--- src/rtl/breath_led_ctrl_pkg.sv ---
// Shared mode encodings and default timebase constants for the breathing LED sequencer.
package breath_led_ctrl_pkg;

   typedef enum logic [1:0] {
      MODE_OFF    = 2'd0,
      MODE_BREATH = 2'd1,
      MODE_CHASE  = 2'd2,
      MODE_ON     = 2'd3
   } mode_e;

   // Simulation-sized defaults; hardware at 50 MHz uses 49 for the base tick
   localparam logic [5:0] CNT_1US_MAX_DEF = 6'd4;
   localparam logic [9:0] CNT_1MS_MAX_DEF = 10'd9;
   localparam logic [9:0] CNT_1S_MAX_DEF  = 10'd9;

   function automatic mode_e next_mode(input mode_e cur);
      mode_e nxt;
      case (cur)
         MODE_OFF:    nxt = MODE_BREATH;
         MODE_BREATH: nxt = MODE_CHASE;
         MODE_CHASE:  nxt = MODE_ON;
         default:     nxt = MODE_OFF;
      endcase
      return nxt;
   endfunction

endpackage

--- src/rtl/breath_led_ctrl_if.sv ---
// Key/LED signal bundle between the debounce source, the sequencer and the board pins.
interface breath_led_ctrl_if #(
   parameter int LED_NUM = 4
);
   logic               key_flag;
   logic [LED_NUM-1:0] led_out;
   logic [1:0]         mode;
   logic               cycle_done;

   modport master (
      output key_flag,
      input  led_out,
      input  mode,
      input  cycle_done
   );

   modport slave (
      input  key_flag,
      output led_out,
      output mode,
      output cycle_done
   );
endinterface

--- src/rtl/breath_led_ctrl_timebase.sv ---
// Tick/slot/step counters driving the breath PWM; produces the breath term and ramp boundaries.
module breath_timebase
   import breath_led_ctrl_pkg::*;
#(
   parameter logic [5:0] CNT_1US_MAX = CNT_1US_MAX_DEF,
   parameter logic [9:0] CNT_1MS_MAX = CNT_1MS_MAX_DEF,
   parameter logic [9:0] CNT_1S_MAX  = CNT_1S_MAX_DEF
) (
   input  logic clk,
   input  logic rst_n,
   input  logic clear,
   output logic brt,
   output logic s_end,
   output logic dir
);

   logic [5:0] cnt_us;
   logic [9:0] cnt_ms;
   logic [9:0] cnt_s;
   logic       us_end;
   logic       ms_end;

   assign us_end = (cnt_us == CNT_1US_MAX);
   assign ms_end = us_end && (cnt_ms == CNT_1MS_MAX);
   assign s_end  = ms_end && (cnt_s == CNT_1S_MAX);

   // Duty grows with cnt_s on the rising ramp and shrinks on the falling ramp
   assign brt = dir ? (cnt_s <= cnt_ms) : (cnt_s >= cnt_ms);

   always_ff @(posedge clk or negedge rst_n) begin
      if (!rst_n) begin
         cnt_us <= '0;
         cnt_ms <= '0;
         cnt_s  <= '0;
         dir    <= 1'b0;
      end else if (clear) begin
         cnt_us <= '0;
         cnt_ms <= '0;
         cnt_s  <= '0;
         dir    <= 1'b0;
      end else begin
         cnt_us <= us_end ? 6'd0 : cnt_us + 6'd1;
         if (us_end) begin
            cnt_ms <= ms_end ? 10'd0 : cnt_ms + 10'd1;
         end
         if (ms_end) begin
            cnt_s <= s_end ? 10'd0 : cnt_s + 10'd1;
         end
         if (s_end) begin
            dir <= ~dir;
         end
      end
   end

endmodule

--- src/rtl/breath_led_ctrl.sv ---
// Breathing LED mode sequencer: key-stepped mode FSM, chase channel index and registered LED mux.
module breath_led_ctrl
   import breath_led_ctrl_pkg::*;
#(
   parameter logic [5:0] CNT_1US_MAX = CNT_1US_MAX_DEF,
   parameter logic [9:0] CNT_1MS_MAX = CNT_1MS_MAX_DEF,
   parameter logic [9:0] CNT_1S_MAX  = CNT_1S_MAX_DEF,
   parameter int         LED_NUM     = 4
) (
   input logic             sys_clk,
   input logic             sys_rst_n,
   breath_led_ctrl_if.slave bus
);

   localparam int IDX_W = (LED_NUM > 1) ? $clog2(LED_NUM) : 1;
   localparam logic [IDX_W-1:0] IDX_LAST = IDX_W'(LED_NUM - 1);

   mode_e              state;
   mode_e              state_next;
   logic [IDX_W-1:0]   idx;
   logic [LED_NUM-1:0] led_next;
   logic               brt;
   logic               s_end;
   logic               dir;
   logic               ramp_end;

   // A key press restarts the breath from the bottom of the rising ramp
   breath_timebase #(
      .CNT_1US_MAX (CNT_1US_MAX),
      .CNT_1MS_MAX (CNT_1MS_MAX),
      .CNT_1S_MAX  (CNT_1S_MAX)
   ) u_timebase (
      .clk   (sys_clk),
      .rst_n (sys_rst_n),
      .clear (bus.key_flag),
      .brt   (brt),
      .s_end (s_end),
      .dir   (dir)
   );

   assign ramp_end = s_end && dir;
   assign bus.mode = state;

   always_ff @(posedge sys_clk or negedge sys_rst_n) begin
      if (!sys_rst_n) begin
         state <= MODE_OFF;
      end else begin
         state <= state_next;
      end
   end

   always_comb begin
      state_next = state;
      if (bus.key_flag) begin
         state_next = next_mode(state);
      end
   end

   // The key wins over a coincident ramp end so a mode change never advances the chase
   always_ff @(posedge sys_clk or negedge sys_rst_n) begin
      if (!sys_rst_n) begin
         idx <= '0;
      end else if (bus.key_flag) begin
         idx <= '0;
      end else if (ramp_end) begin
         idx <= (idx == IDX_LAST) ? '0 : idx + 1'b1;
      end
   end

   always_comb begin
      led_next = '1;
      case (state)
         MODE_ON:     led_next = '0;
         MODE_BREATH: if (brt) led_next = '0;
         MODE_CHASE:  if (brt) led_next[idx] = 1'b0;
         default:     led_next = '1;
      endcase
   end

   always_ff @(posedge sys_clk or negedge sys_rst_n) begin
      if (!sys_rst_n) begin
         bus.led_out    <= '1;
         bus.cycle_done <= 1'b0;
      end else begin
         bus.led_out    <= led_next;
         bus.cycle_done <= ramp_end && !bus.key_flag &&
                           ((state == MODE_BREATH) || (state == MODE_CHASE));
      end
   end

endmodule

--- src/flat_wrapper.sv ---
// flat-port wrapper written by rule: the top's interface ports become plain ports
module breath_led_ctrl_flat import breath_led_ctrl_pkg::*;
#(
   parameter logic [5:0] CNT_1US_MAX = CNT_1US_MAX_DEF,
   parameter logic [9:0] CNT_1MS_MAX = CNT_1MS_MAX_DEF,
   parameter logic [9:0] CNT_1S_MAX  = CNT_1S_MAX_DEF,
   parameter int         LED_NUM     = 4
)
  (sys_clk, sys_rst_n, bus_key_flag, bus_led_out, bus_mode, bus_cycle_done);
  breath_led_ctrl_if #(.LED_NUM(LED_NUM)) bus_i ();
  input logic sys_clk;
  input logic sys_rst_n;
  input wire logic [$bits(bus_i.key_flag)-1:0] bus_key_flag;
  output wire logic [$bits(bus_i.led_out)-1:0] bus_led_out;
  output wire logic [$bits(bus_i.mode)-1:0] bus_mode;
  output wire logic [$bits(bus_i.cycle_done)-1:0] bus_cycle_done;
  assign bus_i.key_flag = bus_key_flag;
  assign bus_led_out = bus_i.led_out;
  assign bus_mode = bus_i.mode;
  assign bus_cycle_done = bus_i.cycle_done;
  breath_led_ctrl #(.CNT_1US_MAX(CNT_1US_MAX), .CNT_1MS_MAX(CNT_1MS_MAX), .CNT_1S_MAX(CNT_1S_MAX), .LED_NUM(LED_NUM)) u_core (.sys_clk(sys_clk), .sys_rst_n(sys_rst_n), .bus(bus_i));
endmodule
--- config.mk ---
export PLATFORM = sky130hd
export DESIGN_NAME = breath_led_ctrl_flat
export DESIGN_NICKNAME = d
export VERILOG_FILES = /design/src/rtl/breath_led_ctrl_pkg.sv /design/src/rtl/breath_led_ctrl_if.sv /design/src/rtl/breath_led_ctrl_timebase.sv /design/src/rtl/breath_led_ctrl.sv /design/src/flat_wrapper.sv
export SDC_FILE = /design/constraint.sdc
export NUM_CORES = 1
export LEC_CHECK = 0
export BUFFER_PORTS_ARGS = -buffer_cell sky130_fd_sc_hd__buf_4
export CAP_MARGIN = 5
export CORE_ASPECT_RATIO = 0.7
export CORE_MARGIN = 3
export CORE_UTILIZATION = 45
export CTS_CLUSTER_SIZE = 8
export DETAILED_ROUTE_END_ITERATION = 6
export GPL_TIMING_DRIVEN = 0
export PLACE_DENSITY_LB_ADDON = 0.1
export SLEW_MARGIN = 30
export SYNTH_ARGS = -nofsm -noshare
export SYNTH_HDL_FRONTEND = slang
export SYNTH_SLANG_ARGS = --single-unit
--- constraint.sdc ---
create_clock -name sys_clk -period 2.3 [get_ports sys_clk]
set_input_delay 0.23 -clock sys_clk [delete_from_list [all_inputs] [get_ports sys_clk]]
set_output_delay 0.23 -clock sys_clk [all_outputs]
set_load 0.05 [all_outputs]
-- Word level (Yosys, flattened, before mapping)
Index checks and enable logic that the tools add are counted.
- ROM bits: 0
- input port bits: 3
- memories kept: 0
- register bits: 36
- bits in latches: 0
- bits in writable memories: 0
- multiplexer cells: 20
- add/subtract/negate cells: 4
- equality and inequality tests: 7
- reduce and logical (&&, ||, !) cells: 13
- div/mod/pow operators: 0
- shifts and indexed selects: 0
- bitwise operators: 2
- order comparisons: 4
- multipliers: 0
- operators by type and width (cell ; number):
    $mux W10 ; 6
    $add A10 B1 Y10 const B ; 2
    $eq A10 B4 Y1 const B ; 2
    $mux W6 ; 2
    $pmux W4 S3 ; 1
    $ge A10 B10 Y1 ; 1
    $le A10 B10 Y1 ; 1
    $mux W4 ; 2
    $reduce_bool A2 Y1 ; 4
    $add A6 B1 Y6 const B ; 1
    $eq A2 B2 Y1 const B ; 3
    $eq A6 B3 Y1 const B ; 1
    $logic_and A1 B1 Y1 ; 6
    $mux W2 ; 3
    $pmux W2 S3 ; 1
    $mux W1 ; 4
    $not A4 Y4 ; 1
    $lt A2 B3 Y1 const B ; 1
    $add A2 B1 Y2 const B ; 1
    $demux W1 S2 ; 1
    $eq A2 B1 Y1 const B ; 1
    $ge A2 B1 Y1 const B ; 1
    $logic_not A2 Y1 ; 1
    $logic_not A1 Y1 ; 1
    2 further kinds ; 2

-- Logic depth before layout (Yosys ltp)
- depth after elaboration: 7
- depth in mapped cells: 8
- mapped depth without buffers: 7

-- By module
A second synthesis with hierarchy kept.
- cells, all modules: 242
- area total of the unflattened synthesis: 2285.9 um^2
- by module, submodules not included (module ; sequential area each (um^2) ; cells each ; area each (um^2) ; instances):
    breath_timebase ; 675.6 ; 199 ; 1815.5 ; 1
    breath_led_ctrl ; 230.2 ; 43 ; 470.5 ; 1

-- Worst setup path before layout
OpenSTA, ideal clock, no wires.
- path type: reg2reg
- start point: register u_core.u_timebase.cnt_us[0]
- end point: register u_core.u_timebase.cnt_s[8]
- library setup time: 0.076 ns
- setup slack: -0.032 ns
- required time: 2.224 ns
- stages on the path, launching flop included: 8
- data arrival time: 2.256 ns
- path through: dfrtp_1 > inv_1 > ha_1 > or4b_1 > or3_4 > o21a_4 > or4_4 > a21oi_2
- cells in the longest elaborated chain, start to end: 6
- RTL lines (what ; line ; source):
    start: declaration ; breath_led_ctrl_timebase.sv:17 ; logic [5:0] cnt_us;
    start signal: assignment ; breath_led_ctrl_timebase.sv:42 ; cnt_us <= us_end ? 6'd0 : cnt_us + 6'd1;
    $eq A6 B3 Y1 (*) ; breath_led_ctrl_timebase.sv:23 ; assign us_end = (cnt_us == CNT_1US_MAX);
    $logic_and A1 B1 Y1 (*) ; breath_led_ctrl_timebase.sv:24 ; assign ms_end = us_end && (cnt_ms == CNT_1MS_MAX);
    $logic_and A1 B1 Y1 ; breath_led_ctrl_timebase.sv:25 ; assign s_end = ms_end && (cnt_s == CNT_1S_MAX);
    $mux W10 ; breath_led_ctrl_timebase.sv:47 ; cnt_s <= s_end ? 10'd0 : cnt_s + 10'd1;
    $mux W10 ; breath_led_ctrl_timebase.sv:46 ; if (ms_end) begin
    $mux W10 ; breath_led_ctrl_timebase.sv:36 ; end else if (clear) begin
    end signal: assignment ; breath_led_ctrl_timebase.sv:47 ;
    end: declaration ; breath_led_ctrl_timebase.sv:19 ; logic [9:0] cnt_s;
Every way passes the cells marked *; elsewhere a longest branch is shown, timed or not. The select of a mux whose other input is x is not followed.
A chain may end at the register's enable or synchronous reset.

-- Final worst setup path
Same ends and word-level chain as after synthesis.

==> results.yml <==
sta:
  post-route-worst-setup-slack_ps: -43.4
  report.final.setup_viol: 6
  tns_ps: -106
  rsz0062_at_grt: "yes"
  slew_headroom_pct: 53.5
  post-route-min-period_ps: 2340
  min_period_over_period_pct: 102
  max_slew_vio_count: 0
  timing_worst_slew_pin_value_ps: 697
  worst_clock_skew_ps: 7.16
  clock.fmax_ghz: 0.427
  hold_viol: 0
placement:
  io_buffer_count: 9
  dp.cells: 314
  final_wtd_congestion: 0.856
  dp_hpwl_um: 3260
cts:
  clock_insertion_delay_worst_skew_ps: 290
  clock-root-buffer: "clkbuf_8"
  cts_inserted_buffers: 5
  h_tree_depth: 2
  cts.path.max_buffers: 2
  clock_sink_count: 36
  cts_tree: "built"
  path_clk_slew_ps: 80
pwr:
  power_density_nw_per_um2: 664
  pwr-share-comb_pct: 29.9
  worst_ir_drop_vdd_mv: 0.678
  share_clk_of_total_power_pct: 26.3
  cell_internal_pwr_mw: 1.09
  power.static_leakage_nw: 1.12
  total_switching_power_mw: 0.621
  switching_share_pct: 36.2
  seq_power_share_pct: 43.8
detailed_routing:
  dr_total_vias: 1737
  final_antenna_net_count: 0
  route.final.wire_length_um: 4730
  drt-initial-drc-count: 70
  avgRoutedWirePerCell_um: 14.3
  detail_route.vias_per_cell: 5.25
  firstDrtPassIters: 4
  detail_route.drc_violations: 0
outcome:
  status: "finished with violations"
  violations: "setup timing"
logic_synthesis:
  count_of_flip_flops_with_a_built_in_enable_after_synthesis: 0
  synth-seq-cells: 36
  mappedNetlistArea_sq_um: 2210
  ys.warnings.count: 0
  synth-async-reset-ratio_pct: 100
  most_used_dff_post_synth: "dfrtp_1"
  netlist_instances: 239
  seq_area_frac_synth_pct: 41.0
  synth_nets: 266
  post_synthesis_average_cell_area_sq_um: 9.24
  netlist-cell-type-count: 44
cells_and_area:
  antennaDiodeCount: 0
  layout-area-overhead-vs-synth_pct: 17.0
  n_fill_cell: 413
  final_cells: 331
  drive_above_1_share_pct: 20.4
  core_occupancy_in_the_finished_layout_pct: 57.0
  fin_nets: 291
die:
  die_h_um: 64.6
  die-area_sq_um: 5800
  start_util_pct: 48.8
  fp-row-count: 20
  core_region_area_sq_um: 4530
  dieWidth_um: 89.7
  io_pins: 10
setup_path:
  worst_path_dominant_cell_family: "simple AND/OR/NAND/NOR gates"
  critical_path.max_fanout: 7
  worstPathRequired_ps: 2530
  path_class: "flip-flop to flip-flop"
  worst_path_cell_trace: "inv_1, ha_1, or4b_4, or3_4, o21a_4, or4_4, a21oi_2"
  critical-path-slowest-cell: "or4_4"
  critical_path.n_buffers_inverters: 1
  worst_setup_path_end_kind: "flip-flop"
  crit_path_max_incr_delay_ps: 510
  startpoint_type: "flip-flop"
  worst_ep_arrival_time_ps: 2570
grt:
  globalRoute.totalOverflow: 0
  largest_net_degree_at_the_start_of_global_routing: 37
  grt_first_pass_wirelength_um: 7920
  grt_antenna_before_repair: 0
  grt_usage_pct: 17.1
  first_global_vias: 1613
hold_path:
  hp-class: "input port to flip-flop"
flow_run:
  cap_violations: 0
per-layer routing:
layer  global-route usage (%)  up-vias  wire (um)
li1                         -      881          -
met1                     25.5      831       2540
met2                     24.1       21       1990
met3                     3.94        4        161
met4                     6.12        0         42
met5                        0        -          0
cell usage in the layout (no fill, tap or decap), drive strengths merged, types with 2 or more instances in the layout:
cell	n
nor4	4
or4	2
nand2	19
ha	24
a21oi	16
a31oi	4
mux2i	3
a211oi	2
xnor2	11
nand4	6
o21ai	12
or3	10
buf	18
and4	2
nand3	6
and3	3
inv	23
clkinv	3
nor4b	2
xor2	2
nor2	29
dfrtp	32
dfstp	4
clkbuf	7
nor3	6
flip-flops by register name, summed over array words and instances (netlist names):
register	count
u_core.u_timebase.cnt_us	6
u_core.u_timebase.cnt_ms	10
u_core.u_timebase.dir	1
u_core.bus.led_out	4
u_core.u_timebase.cnt_s	10
u_core.bus.cycle_done	1
u_core.idx	2
u_core.bus.mode	2
cells in the mapped netlist (3+ instances only):
cell,count,area share (%)
ha_1,24,14
or3_1,3,0.85
o21ai_0,11,2.5
nand2_1,19,3.2
dfrtp_1,32,36
dfstp_2,4,4.8
nor3_1,6,1.4
inv_1,23,3.9
a21oi_1,15,3.4
nand4_1,6,1.7
nor2_1,29,4.9
nor4_1,4,1.1
a31oi_1,4,1.1
nand3_1,6,1.4
xnor2_1,11,4.4
or3_2,6,2.0
mux2i_1,3,1.4
repair_timing:
item,CTS,global route
setup buffers,3,5
resized for setup,5,9
endpoints found under the hold margin,32,0
setup endpoints to repair,10,26
pin swaps,1,5
gates cloned,0,0
hold buffers,1,0
power groups by stage:
stage	clock (mW)	combinational, mW	sequential (mW)
global placement	0	0.486	0.764
floorplan	0	0.165	0.945
detailed placement	0	0.487	0.765
global route	0.500	0.549	0.759
finish	0.450	0.513	0.751
CTS	0.467	0.504	0.751
cell families after synthesis:
| group | synth area share, % |
|---|---|
| DFF | 41.0 |
| muxes | 1.36 |
| adders and majority gates | 13.6 |
| and+or+nand+nor | 22.8 |
| AOI/OAI and AO/OA | 11.3 |
| xor gates and xnor gates | 5.16 |
| buffers and inverters | 4.76 |
path summary, 6_finish.rpt:
| kind | startpoint | to | slack [ps] | depth (start not counted) |
|---|---|---|---|---|
| worst min register to register | u_core.u_timebase.cnt_us[0]$_DFF_PN0_ | u_core.u_timebase.cnt_us[0]$_DFF_PN0_ | 530 | 2 |
| min in group asynchronous | sys_rst_n | u_core.u_timebase.cnt_s[9]$_DFFE_PN0P_ | 430 | 2 |
| worst max-delay path | u_core.u_timebase.cnt_us[0]$_DFF_PN0_ | u_core.u_timebase.cnt_s[8]$_DFFE_PN0P_ | -40 | 7 |
| max in group asynchronous | sys_rst_n | u_core.bus.led_out[2]$_DFF_PN1_ | 1520 | 2 |
| worst min-delay path | bus_key_flag | u_core.u_timebase.cnt_us[1]$_DFF_PN0_ | 110 | 2 |
| worst max register to register | u_core.u_timebase.cnt_us[0]$_DFF_PN0_ | u_core.u_timebase.cnt_s[8]$_DFFE_PN0P_ | -40 | 7 |
worst register-to-register path, cell delays in order, from the launching register on:
cell	delay (ps)
dfrtp_1	380
inv_1	60
ha_1	160
or4b_4	460
or3_4	360
o21a_4	240
or4_4	510
a21oi_2	120
per-stage QoR:
step / setup WS (ps) / instance area [sq um] / power, mW / hold WS (ps)
floorplan: 7.82 / 2210 / 1.11 / -65.6
global placement: -227 / 2360 / 1.25 / 222
detailed placement: -232 / 2360 / 1.25 / 220
CTS: -35.2 / 2500 / 1.72 / 97.8
global route: -124 / 2580 / 1.81 / 107
finish: -43.4 / 2580 / 1.71 / 109
layout make-up:
| type | instances | area, sq um | share of cell area, % |
|---|---|---|---|
| sequential | 36 | 906 | 35.1 |
| inverter | 23 | 86.3 | 3.34 |
| tap | 66 | 82.6 | 3.20 |
| multi-input combinational | 177 | 1260 | 49.0 |
| buffer | 3 | 18.8 | 0.726 |
| clock buffer | 5 | 68.8 | 2.66 |
| clock inverter | 3 | 18.8 | 0.726 |
| timing repair buffer | 18 | 138 | 5.33 |
Power figures use the tool's default switching activity.
